**src/rtl/mem_access_unit.sv**
```systemverilog
// Load/store front end for a ready/valid BRAM: converts byte-addressed CPU accesses into
// word transactions with byte enables, splitting word-crossing accesses in two.
module mem_access_unit #(
  parameter int unsigned DATA_WIDTH = 32,
  parameter int unsigned ADDR_WIDTH = 10
) (
  input  logic                  i_clk,
  input  logic                  i_rst,
  input  logic                  i_req_valid,
  output logic                  o_req_ready,
  input  logic                  i_req_write,
  input  logic [31:0]           i_req_addr,
  input  logic [1:0]            i_req_size,
  input  logic                  i_req_unsigned,
  input  logic [DATA_WIDTH-1:0] i_req_wdata,
  output logic                  o_resp_valid,
  output logic [DATA_WIDTH-1:0] o_resp_rdata,
  output logic [ADDR_WIDTH-1:0] o_mem_addr,
  output logic [DATA_WIDTH-1:0] o_mem_wdata,
  output logic [3:0]            o_mem_be,
  output logic                  o_mem_wr_valid,
  input  logic                  i_mem_wr_ready,
  output logic                  o_mem_rd_ready,
  input  logic                  i_mem_rd_valid,
  input  logic [DATA_WIDTH-1:0] i_mem_rdata
);

  typedef enum logic [2:0] {StIdle, StWr0, StWr1, StRd0, StRd1, StResp} state_e;

  state_e                  state_q, state_d;
  logic [1:0]              off_q, off_d;
  logic [1:0]              size_q, size_d;
  logic                    uns_q, uns_d;
  logic                    cross_q, cross_d;
  logic [7:0]              lane_be_q, lane_be_d;
  logic [ADDR_WIDTH-1:0]   idx0_q, idx0_d;
  logic [ADDR_WIDTH-1:0]   idx1_q, idx1_d;
  logic [DATA_WIDTH-1:0]   wdata_q, wdata_d;
  logic [DATA_WIDTH-1:0]   word0_q, word0_d;
  logic [DATA_WIDTH-1:0]   word1_q, word1_d;

  logic [ADDR_WIDTH-1:0]   mem_addr_q, mem_addr_d;
  logic [DATA_WIDTH-1:0]   mem_wdata_q, mem_wdata_d;
  logic [3:0]              mem_be_q, mem_be_d;
  logic                    mem_wr_valid_q, mem_wr_valid_d;
  logic                    mem_rd_ready_q, mem_rd_ready_d;
  logic                    resp_valid_q, resp_valid_d;
  logic [DATA_WIDTH-1:0]   resp_rdata_q, resp_rdata_d;

  logic [1:0]              req_off;
  logic [3:0]              req_mask;
  logic [2:0]              req_bytes;
  logic [2*DATA_WIDTH-1:0] req_rot;
  logic [2*DATA_WIDTH-1:0] ld_pair;
  logic [DATA_WIDTH-1:0]   ld_shift;
  logic [DATA_WIDTH-1:0]   ld_ext;
  logic                    unused_bits;

  assign unused_bits = ^{i_req_addr[31:ADDR_WIDTH+2], req_rot[DATA_WIDTH-1:0],
                         ld_pair[2*DATA_WIDTH-1:DATA_WIDTH]};

  // Request decode, only consumed on the accepting cycle.
  always_comb begin
    req_off = i_req_addr[1:0];
    case (i_req_size)
      2'b00: begin
        req_mask  = 4'b0001;
        req_bytes = 3'd1;
      end
      2'b01: begin
        req_mask  = 4'b0011;
        req_bytes = 3'd2;
      end
      default: begin
        req_mask  = 4'b1111;
        req_bytes = 3'd4;
      end
    endcase
    // Upper half of the doubled word is the rotate-left by 8*off.
    req_rot = {i_req_wdata, i_req_wdata} << {req_off, 3'b000};
  end

  always_comb begin
    state_d   = state_q;
    off_d     = off_q;
    size_d    = size_q;
    uns_d     = uns_q;
    cross_d   = cross_q;
    lane_be_d = lane_be_q;
    idx0_d    = idx0_q;
    idx1_d    = idx1_q;
    wdata_d   = wdata_q;
    word0_d   = word0_q;
    word1_d   = word1_q;
    case (state_q)
      StIdle: begin
        if (i_req_valid) begin
          off_d     = req_off;
          size_d    = (i_req_size == 2'b11) ? 2'b10 : i_req_size;
          uns_d     = i_req_unsigned;
          lane_be_d = {4'b0000, req_mask} << req_off;
          cross_d   = (({1'b0, req_off} + req_bytes) > 3'd4);
          idx0_d    = i_req_addr[ADDR_WIDTH+1:2];
          idx1_d    = i_req_addr[ADDR_WIDTH+1:2] + ADDR_WIDTH'(1);
          wdata_d   = req_rot[2*DATA_WIDTH-1:DATA_WIDTH];
          word0_d   = '0;
          word1_d   = '0;
          state_d   = i_req_write ? StWr0 : StRd0;
        end
      end
      StWr0: begin
        if (i_mem_wr_ready) state_d = cross_q ? StWr1 : StResp;
      end
      StWr1: begin
        if (i_mem_wr_ready) state_d = StResp;
      end
      StRd0: begin
        if (i_mem_rd_valid) begin
          word0_d = i_mem_rdata;
          state_d = cross_q ? StRd1 : StResp;
        end
      end
      StRd1: begin
        if (i_mem_rd_valid) begin
          word1_d = i_mem_rdata;
          state_d = StResp;
        end
      end
      StResp:  state_d = StIdle;
      default: state_d = StIdle;
    endcase
  end

  // Load realignment and extension from the next-state word pair.
  always_comb begin
    ld_pair  = {word1_d, word0_d} >> {off_d, 3'b000};
    ld_shift = ld_pair[DATA_WIDTH-1:0];
    case (size_d)
      2'b00:   ld_ext = uns_d ? {24'b0, ld_shift[7:0]} : {{24{ld_shift[7]}}, ld_shift[7:0]};
      2'b01:   ld_ext = uns_d ? {16'b0, ld_shift[15:0]} : {{16{ld_shift[15]}}, ld_shift[15:0]};
      default: ld_ext = ld_shift;
    endcase
  end

  // Outputs are registered: decode them from the state being entered.
  always_comb begin
    mem_addr_d     = '0;
    mem_wdata_d    = '0;
    mem_be_d       = '0;
    mem_wr_valid_d = 1'b0;
    mem_rd_ready_d = 1'b0;
    resp_valid_d   = 1'b0;
    resp_rdata_d   = '0;
    case (state_d)
      StWr0: begin
        mem_addr_d     = idx0_d;
        mem_wdata_d    = wdata_d;
        mem_be_d       = lane_be_d[3:0];
        mem_wr_valid_d = 1'b1;
      end
      StWr1: begin
        mem_addr_d     = idx1_d;
        mem_wdata_d    = wdata_d;
        mem_be_d       = lane_be_d[7:4];
        mem_wr_valid_d = 1'b1;
      end
      StRd0: begin
        mem_addr_d     = idx0_d;
        mem_rd_ready_d = 1'b1;
      end
      StRd1: begin
        mem_addr_d     = idx1_d;
        mem_rd_ready_d = 1'b1;
      end
      StResp: begin
        resp_valid_d = 1'b1;
        resp_rdata_d = ld_ext;
      end
      default: ;
    endcase
  end

  always_ff @(posedge i_clk) begin
    if (i_rst) begin
      state_q        <= StIdle;
      off_q          <= '0;
      size_q         <= '0;
      uns_q          <= 1'b0;
      cross_q        <= 1'b0;
      lane_be_q      <= '0;
      idx0_q         <= '0;
      idx1_q         <= '0;
      wdata_q        <= '0;
      word0_q        <= '0;
      word1_q        <= '0;
      mem_addr_q     <= '0;
      mem_wdata_q    <= '0;
      mem_be_q       <= '0;
      mem_wr_valid_q <= 1'b0;
      mem_rd_ready_q <= 1'b0;
      resp_valid_q   <= 1'b0;
      resp_rdata_q   <= '0;
    end else begin
      state_q        <= state_d;
      off_q          <= off_d;
      size_q         <= size_d;
      uns_q          <= uns_d;
      cross_q        <= cross_d;
      lane_be_q      <= lane_be_d;
      idx0_q         <= idx0_d;
      idx1_q         <= idx1_d;
      wdata_q        <= wdata_d;
      word0_q        <= word0_d;
      word1_q        <= word1_d;
      mem_addr_q     <= mem_addr_d;
      mem_wdata_q    <= mem_wdata_d;
      mem_be_q       <= mem_be_d;
      mem_wr_valid_q <= mem_wr_valid_d;
      mem_rd_ready_q <= mem_rd_ready_d;
      resp_valid_q   <= resp_valid_d;
      resp_rdata_q   <= resp_rdata_d;
    end
  end

  assign o_req_ready    = (state_q == StIdle) && !i_rst;
  assign o_resp_valid   = resp_valid_q;
  assign o_resp_rdata   = resp_rdata_q;
  assign o_mem_addr     = mem_addr_q;
  assign o_mem_wdata    = mem_wdata_q;
  assign o_mem_be       = mem_be_q;
  assign o_mem_wr_valid = mem_wr_valid_q;
  assign o_mem_rd_ready = mem_rd_ready_q;

endmodule

```
**config.mk**
```make
export PLATFORM = sky130hd
export DESIGN_NAME = mem_access_unit
export DESIGN_NICKNAME = d
export VERILOG_FILES = /design/src/rtl/mem_access_unit.sv
export SDC_FILE = /design/constraint.sdc
export NUM_CORES = 1
export LEC_CHECK = 0
export BUFFER_PORTS_ARGS = -buffer_cell sky130_fd_sc_hd__buf_2
export CAP_MARGIN = 30
export CORE_ASPECT_RATIO = 1.5
export CORE_MARGIN = 10
export CORE_UTILIZATION = 30
export DETAILED_ROUTE_END_ITERATION = 16
export GPL_TIMING_DRIVEN = 0
export PLACE_DENSITY = 0.56
export SYNTH_ARGS = -nofsm -noshare
export SYNTH_HDL_FRONTEND = slang
export SYNTH_SLANG_ARGS = --single-unit
```
**constraint.sdc**
```tcl
create_clock -name i_clk -period 3.1 [get_ports i_clk]
set_input_delay 0 -clock i_clk [delete_from_list [all_inputs] [get_ports i_clk]]
set_output_delay 0 -clock i_clk [all_outputs]
set_load 0.02 [all_outputs]
```
Word level (Yosys, flattened, before mapping)
Cells that the tools add are included.

Add/subtract/negate cells: 2. Order comparisons: 1. Equality and inequality tests: 12. Shift-type cells: 3. Mux-type cells: 40. Bitwise gates (word level): 2. Reductions and logical operators: 12.

Operators by type and width (count): 32-bit 2-to-1 mux (8); 32-bit case mux with 2 select lines (3); 64-bit by 5-bit left shift with 64-bit output (1); 64-bit by 5-bit >> shifter with 32-bit output (1); 10-bit 2-to-1 mux (4); 10-bit case mux with 2 select lines (1); 3-bit 2-to-1 mux (6); 8-bit 2-to-1 mux (2); 4-bit case mux with 2 select lines (2); 3-bit case mux with 5 select lines (1); 3-bit by 2-bit == test with 1-bit output (second input constant) (4); 2-bit 2-to-1 mux (6); 2-bit OR reduction (6); 10-bit by 1-bit adder with 10-bit output (second input constant) (1); 3-bit == test (second input constant) (3); 4-bit by 2-bit left shift with 8-bit output (1); 3-bit by 1-bit == test with 1-bit output (second input constant) (2); 1-bit 2-to-1 mux (6); 3-bit case mux with 2 select lines (1); 2-bit by 1-bit == test with 1-bit output (second input constant) (2); 2-bit logical NOT (2); 2-bit by 3-bit adder with 3-bit output (1); 3-bit greater-than comparator (second input constant) (1); 3-bit logical NOT (1); 5 further kinds (6).

Flip-flop bits (word level): 214. Bits of input ports: 105. Logic and storage cells: 90.

Logic depth before layout (Yosys ltp)
Word-level depth: 7. Mapped depth: 11.

Worst setup path before layout
Ideal clock, no wire load.

Path kind: register -> register. Start point: reg state_q[2]. End point: reg resp_rdata_q[30] (netlist: o_resp_rdata[30]). Arrival: 2599 ps. Required time: 3032 ps. Path slack: 433 ps. Stages on the path, launching flop included: 11. Buffers on the path: 4. Cell sequence: dfxtp_1 buf_2 nor4b_4 buf_2 mux2i_1 a2111oi_0 or4b_1 or3_1 buf_2 buf_6 nand3_1.

Word-level cells in the longest chain between the ends: 5.

RTL lines: start: declaration (line 30) `state_e state_q, state_d;`; start signal: assignment (line 185) `state_q <= StIdle;`; start signal: assignment (line 204) `state_q <= state_d;`; 3-bit by 2-bit == test with 1-bit output (tied with other cells) (line 95) `case (state_q)`; 32-bit case mux with 2 select lines (tied with other cells) (line 95); 64-bit by 5-bit >> shifter with 32-bit output or 3-bit == test (tied branches) (line 136, 154); 32-bit 2-to-1 mux (tied with other cells) (line 140) `2'b01: ld_ext = uns_d ? {16'b0, ld_shift[15:0]} : {{16{ld_shift[15]}}, ld_shift[15:0]};`; 32-bit case mux with 2 select lines or 2-bit OR reduction (tied branches); end signal: assignment (line 221) `resp_rdata_q <= resp_rdata_d;`; end: declaration (line 48) `logic [DATA_WIDTH-1:0] resp_rdata_q, resp_rdata_d;`.

Several ways; a longest one is shown, not always the timed one. A chain may end at the register's enable or synchronous reset.

Worst setup path after layout
Start point: reg state_q[2]. End point: reg resp_rdata_q[11] (netlist: o_resp_rdata[11]).

The elaborated chain is that of the path after synthesis.

==> impl_results.md <==
- FF-to-FF Start: state_q[2]
- Mux contribution to synthesized area: 0.114
- R2R Path End: o_resp_rdata[11]
- WL/cell: 20.6 um
- Psw: 2.22 mW
- Clock network power share: 0.382
- DRT iter0 DRCs: 629
- Met1 Track Usage GR: 0.181
- Most common cell in the netlist: dfxtp_1
- Port bufs: 163
- Synth Area in Adders: 0.00503
- Main combinational cell family by area after synthesis: compound AO/OA/AOI/OAI gates
- Clock Tree Root: clkbuf_16
- Placement Cell Area: 10,300 sq um
- Largest net degree at the start of global routing: 16
- CTS Buffer Depth: 3
- RSZ-0062 raised after global routing: false
- Max Fclk: 338 MHz
- Initial Util: 0.304
- EDFF count, synth: 0
- Overall power: 7.17 mW
- Max-cap violations: 0
- Most used flip-flop cell after synthesis: dfxtp_1
- Slew HR: 0.380
- Most frequent cells after synthesis: dfxtp_1, nand2_1, nor2_1, a21oi_1, clkbuf_1
- Synth Register Bits: 206
- Top cell type's share of synthesized area: 0.460
- Die area: 37,300 sq um
- Die Ht: 232 um
- XOR/XNOR share of the synthesized area: 0.00782
- Pwr dens: 620 nW/um^2
- Cell Area, Synth: 8960 sq um
- Crit path kind: register to register
- CP Data Required Time: 3.55 ns
- Post-route DRC: 0
- Critical path endpoint category: register
- Ys async rst share: 0
- Setup crit start: state_q[2]
- Clock sink total: 206
- Synth warn: 0
- Post-Route WL: 33.4 mm
- Post-DRT Antenna Nets: 0
- Gpl congestion: 0.964
- Critical Path AT: 3.40 ns
- Switching share of power: 0.309
- Total gr overflow: 0
- Cells after synthesis: 980
- CTS clk-pin slew, worst paths: 0.06 ns
- Number of global-route vias before repair: 8,712
- Layout cell share with drive strength beyond 1: 0.222
- Count of final setup violators: 0
- Number of top-level pins: 187
- Skew final: 0.0171 ns
- Top Family by Delay on Critical Path: simple AND/OR/NAND/NOR gates
- Fin. Hold Viols: 0
- Post-layout minimum cycle time: 2.96 ns
- Via count: 8,526
- Syn Nets: 1,088
- Slowest cell delay on critical path: 0.61 ns
- Leakage: 4.60 nW
- IR drop worst, VDD: 543 uV
- Antenna violations before repair: 0
- Flop pwr share: 0.401
- HPWL after DPL: 25.3 mm
- Met3 Use GR: 0.0296
- Levels on crit path: 10
- GR Util met2: 0.319
- Startpoint Class: register
- Combinational share of power: 0.217
- First-pass GRT wire length: 51.1 mm
- Min-Delay Path Class: primary input to register
- DR vias/cell: 5.25
- Final setup TNS: 0 ns
- Area fraction in compound gates after synthesis: 0.206
- Design area: 11,600 sq um
- GRT busiest layer: met2
- Status: complete, no violations
- CP max FO: 10
- Reg2Reg Setup Slack: 0.14 ns
- Worst-path cell chain: buf_2 -> nor4b_4 -> buf_6 -> mux2i_4 -> a2111oi_0 -> or4b_1 -> or3_1 -> buf_2 -> buf_6 -> o21ai_1
- Worst hold start: i_req_size[1]
- Placeable Area: 29,500 sq um
- CP max-delay cell: or4b_1
- Top cells by area, synth: dfxtp_1, mux4_2, nand2_1, a22oi_1, a21oi_1
- Global Route Usage Sum: 0.173
- CTS tree: done
- Synth Area in Simple Gates: 0.164
- Area growth syn-to-layout: 29.1%
- Worst Tran Pin Value: 0.926 ns
- Layout fillers: 3,049
- Register area share after synthesis: 0.460
- CP Capture Point: o_resp_rdata[11]
- Buffers and inverters on the worst path: 4
- Pint: 4.96 mW
- Antenna diode count: 0
- # nets final: 1,321
- Die X: 161 um
- H-tree depth: 1
- Final slew viol count: 0
- Period utilization: 0.954
- R2R depth: 10
- # rows: 77
- Distinct cell type count after synthesis: 51
- Area leader, netlist: dfxtp_1
- Syn Area/Cell: 9.15 sq um
- Drt first pass iters: 5
- Worst-Skew Late Latency: 0.53 ns
- Num CTS Buffers: 22
[metal layers]
| metal | wire length (um) | part of all wire |
|---|---|---|
| met1 | 12200 | 0.36 |
| met2 | 17500 | 0.53 |
| met3 | 1980 | 0.059 |
| met4 | 1690 | 0.051 |
| met5 | 0 | 0 |
[worst min path at each step]
| stage | endpoint | slack (ns) | cells after the start |
|---|---|---|---|
| 3_3_place_gp | idx0_q[9] | 0.29 | 3 |
| 6_report | size_q[0] | 0.03 | 5 |
| 2_1_floorplan | uns_q | 0.14 | 2 |
| 5_1_grt | word1_q[15] | 0.07 | 5 |
| 3_5_place_dp | idx0_q[9] | 0.30 | 3 |
| 4_1_cts | size_q[0] | 0.02 | 5 |
[layout make-up]
class | count | area [sq um] | area share
multi-input cells | 676 | 4510 | 0.389
well taps | 395 | 494 | 0.0427
inverters | 9 | 33.8 | 0.00292
repair buffers | 210 | 1280 | 0.110
clock inverters | 10 | 124 | 0.0107
flip-flops and latches | 206 | 4120 | 0.356
plain buffers | 88 | 383 | 0.0331
clock buffers | 29 | 628 | 0.0543
[registers in the layout, indices dropped and copies added (netlist names), 2 cells and up]
name,flops
idx0_q,10
idx1_q,10
lane_be_q,8
o_mem_addr,10
o_mem_be,4
o_mem_wdata,32
o_resp_rdata,32
off_q,2
size_q,2
state_q,3
wdata_q,32
word0_q,32
word1_q,24
[cells by family after synthesis]
kind of cell               count (synthesis)
AOI/OAI and AO/OA                        277
xor gates and xnor gates                   8
adders and majority gates                  3
buffers and inverters                     98
DFF                                      206
muxes                                     61
and+or+nand+nor                          327
[worst min-delay path, cell delays in order]
cell and delay [ns]:
buf_2 0.11, nand2b_1 0.18, nor2_1 0.07, a21oi_1 0.11, nor2_1 0.04
[timing repair]
item	CTS	global route
setup buffers	0	2
setup endpoints to repair	57	59
resized for setup	8	35
hold buffers	44	0
hold endpoints to repair	88	0
pin swaps	0	1
[per-stage QoR]
step	hold slack (ns)	setup WS, ns	cells	util
floorplan	0.136	0.433	980	-
finish	0.0326	0.143	1623	0.393
detailed placement	0.295	-0.247	1539	0.349
global placement	0.294	-0.259	1538	0.348
global route	0.0743	0.0172	1623	0.393
CTS	0.0177	0.00183	1621	0.390
[power groups by stage]
stage | clock network [mW] | logic, mW | registers [mW]
after floorplan | 0 | 0.836 | 3.02
after global placement | 0 | 1.46 | 2.93
after detailed placement | 0 | 1.46 | 2.94
after CTS | 2.81 | 1.52 | 2.88
after global routing | 2.91 | 1.69 | 2.89
final | 2.74 | 1.56 | 2.88
[layout by cell type (no fill, tap or decap), types with 23 or more instances in the layout]
cell	n
dfxtp_1	206
clkbuf_1	61
buf_2	166
a211oi_1	43
nand3_1	23
clkbuf_16	23
nor2_1	95
mux4_2	32
nor2b_1	32
a22oi_1	55
nand2_1	134
a221oi_1	26
o21ai_0	27
a21oi_1	78
dlygate4sd3_1	44
Note: power is estimated with default switching activity, not from simulation.
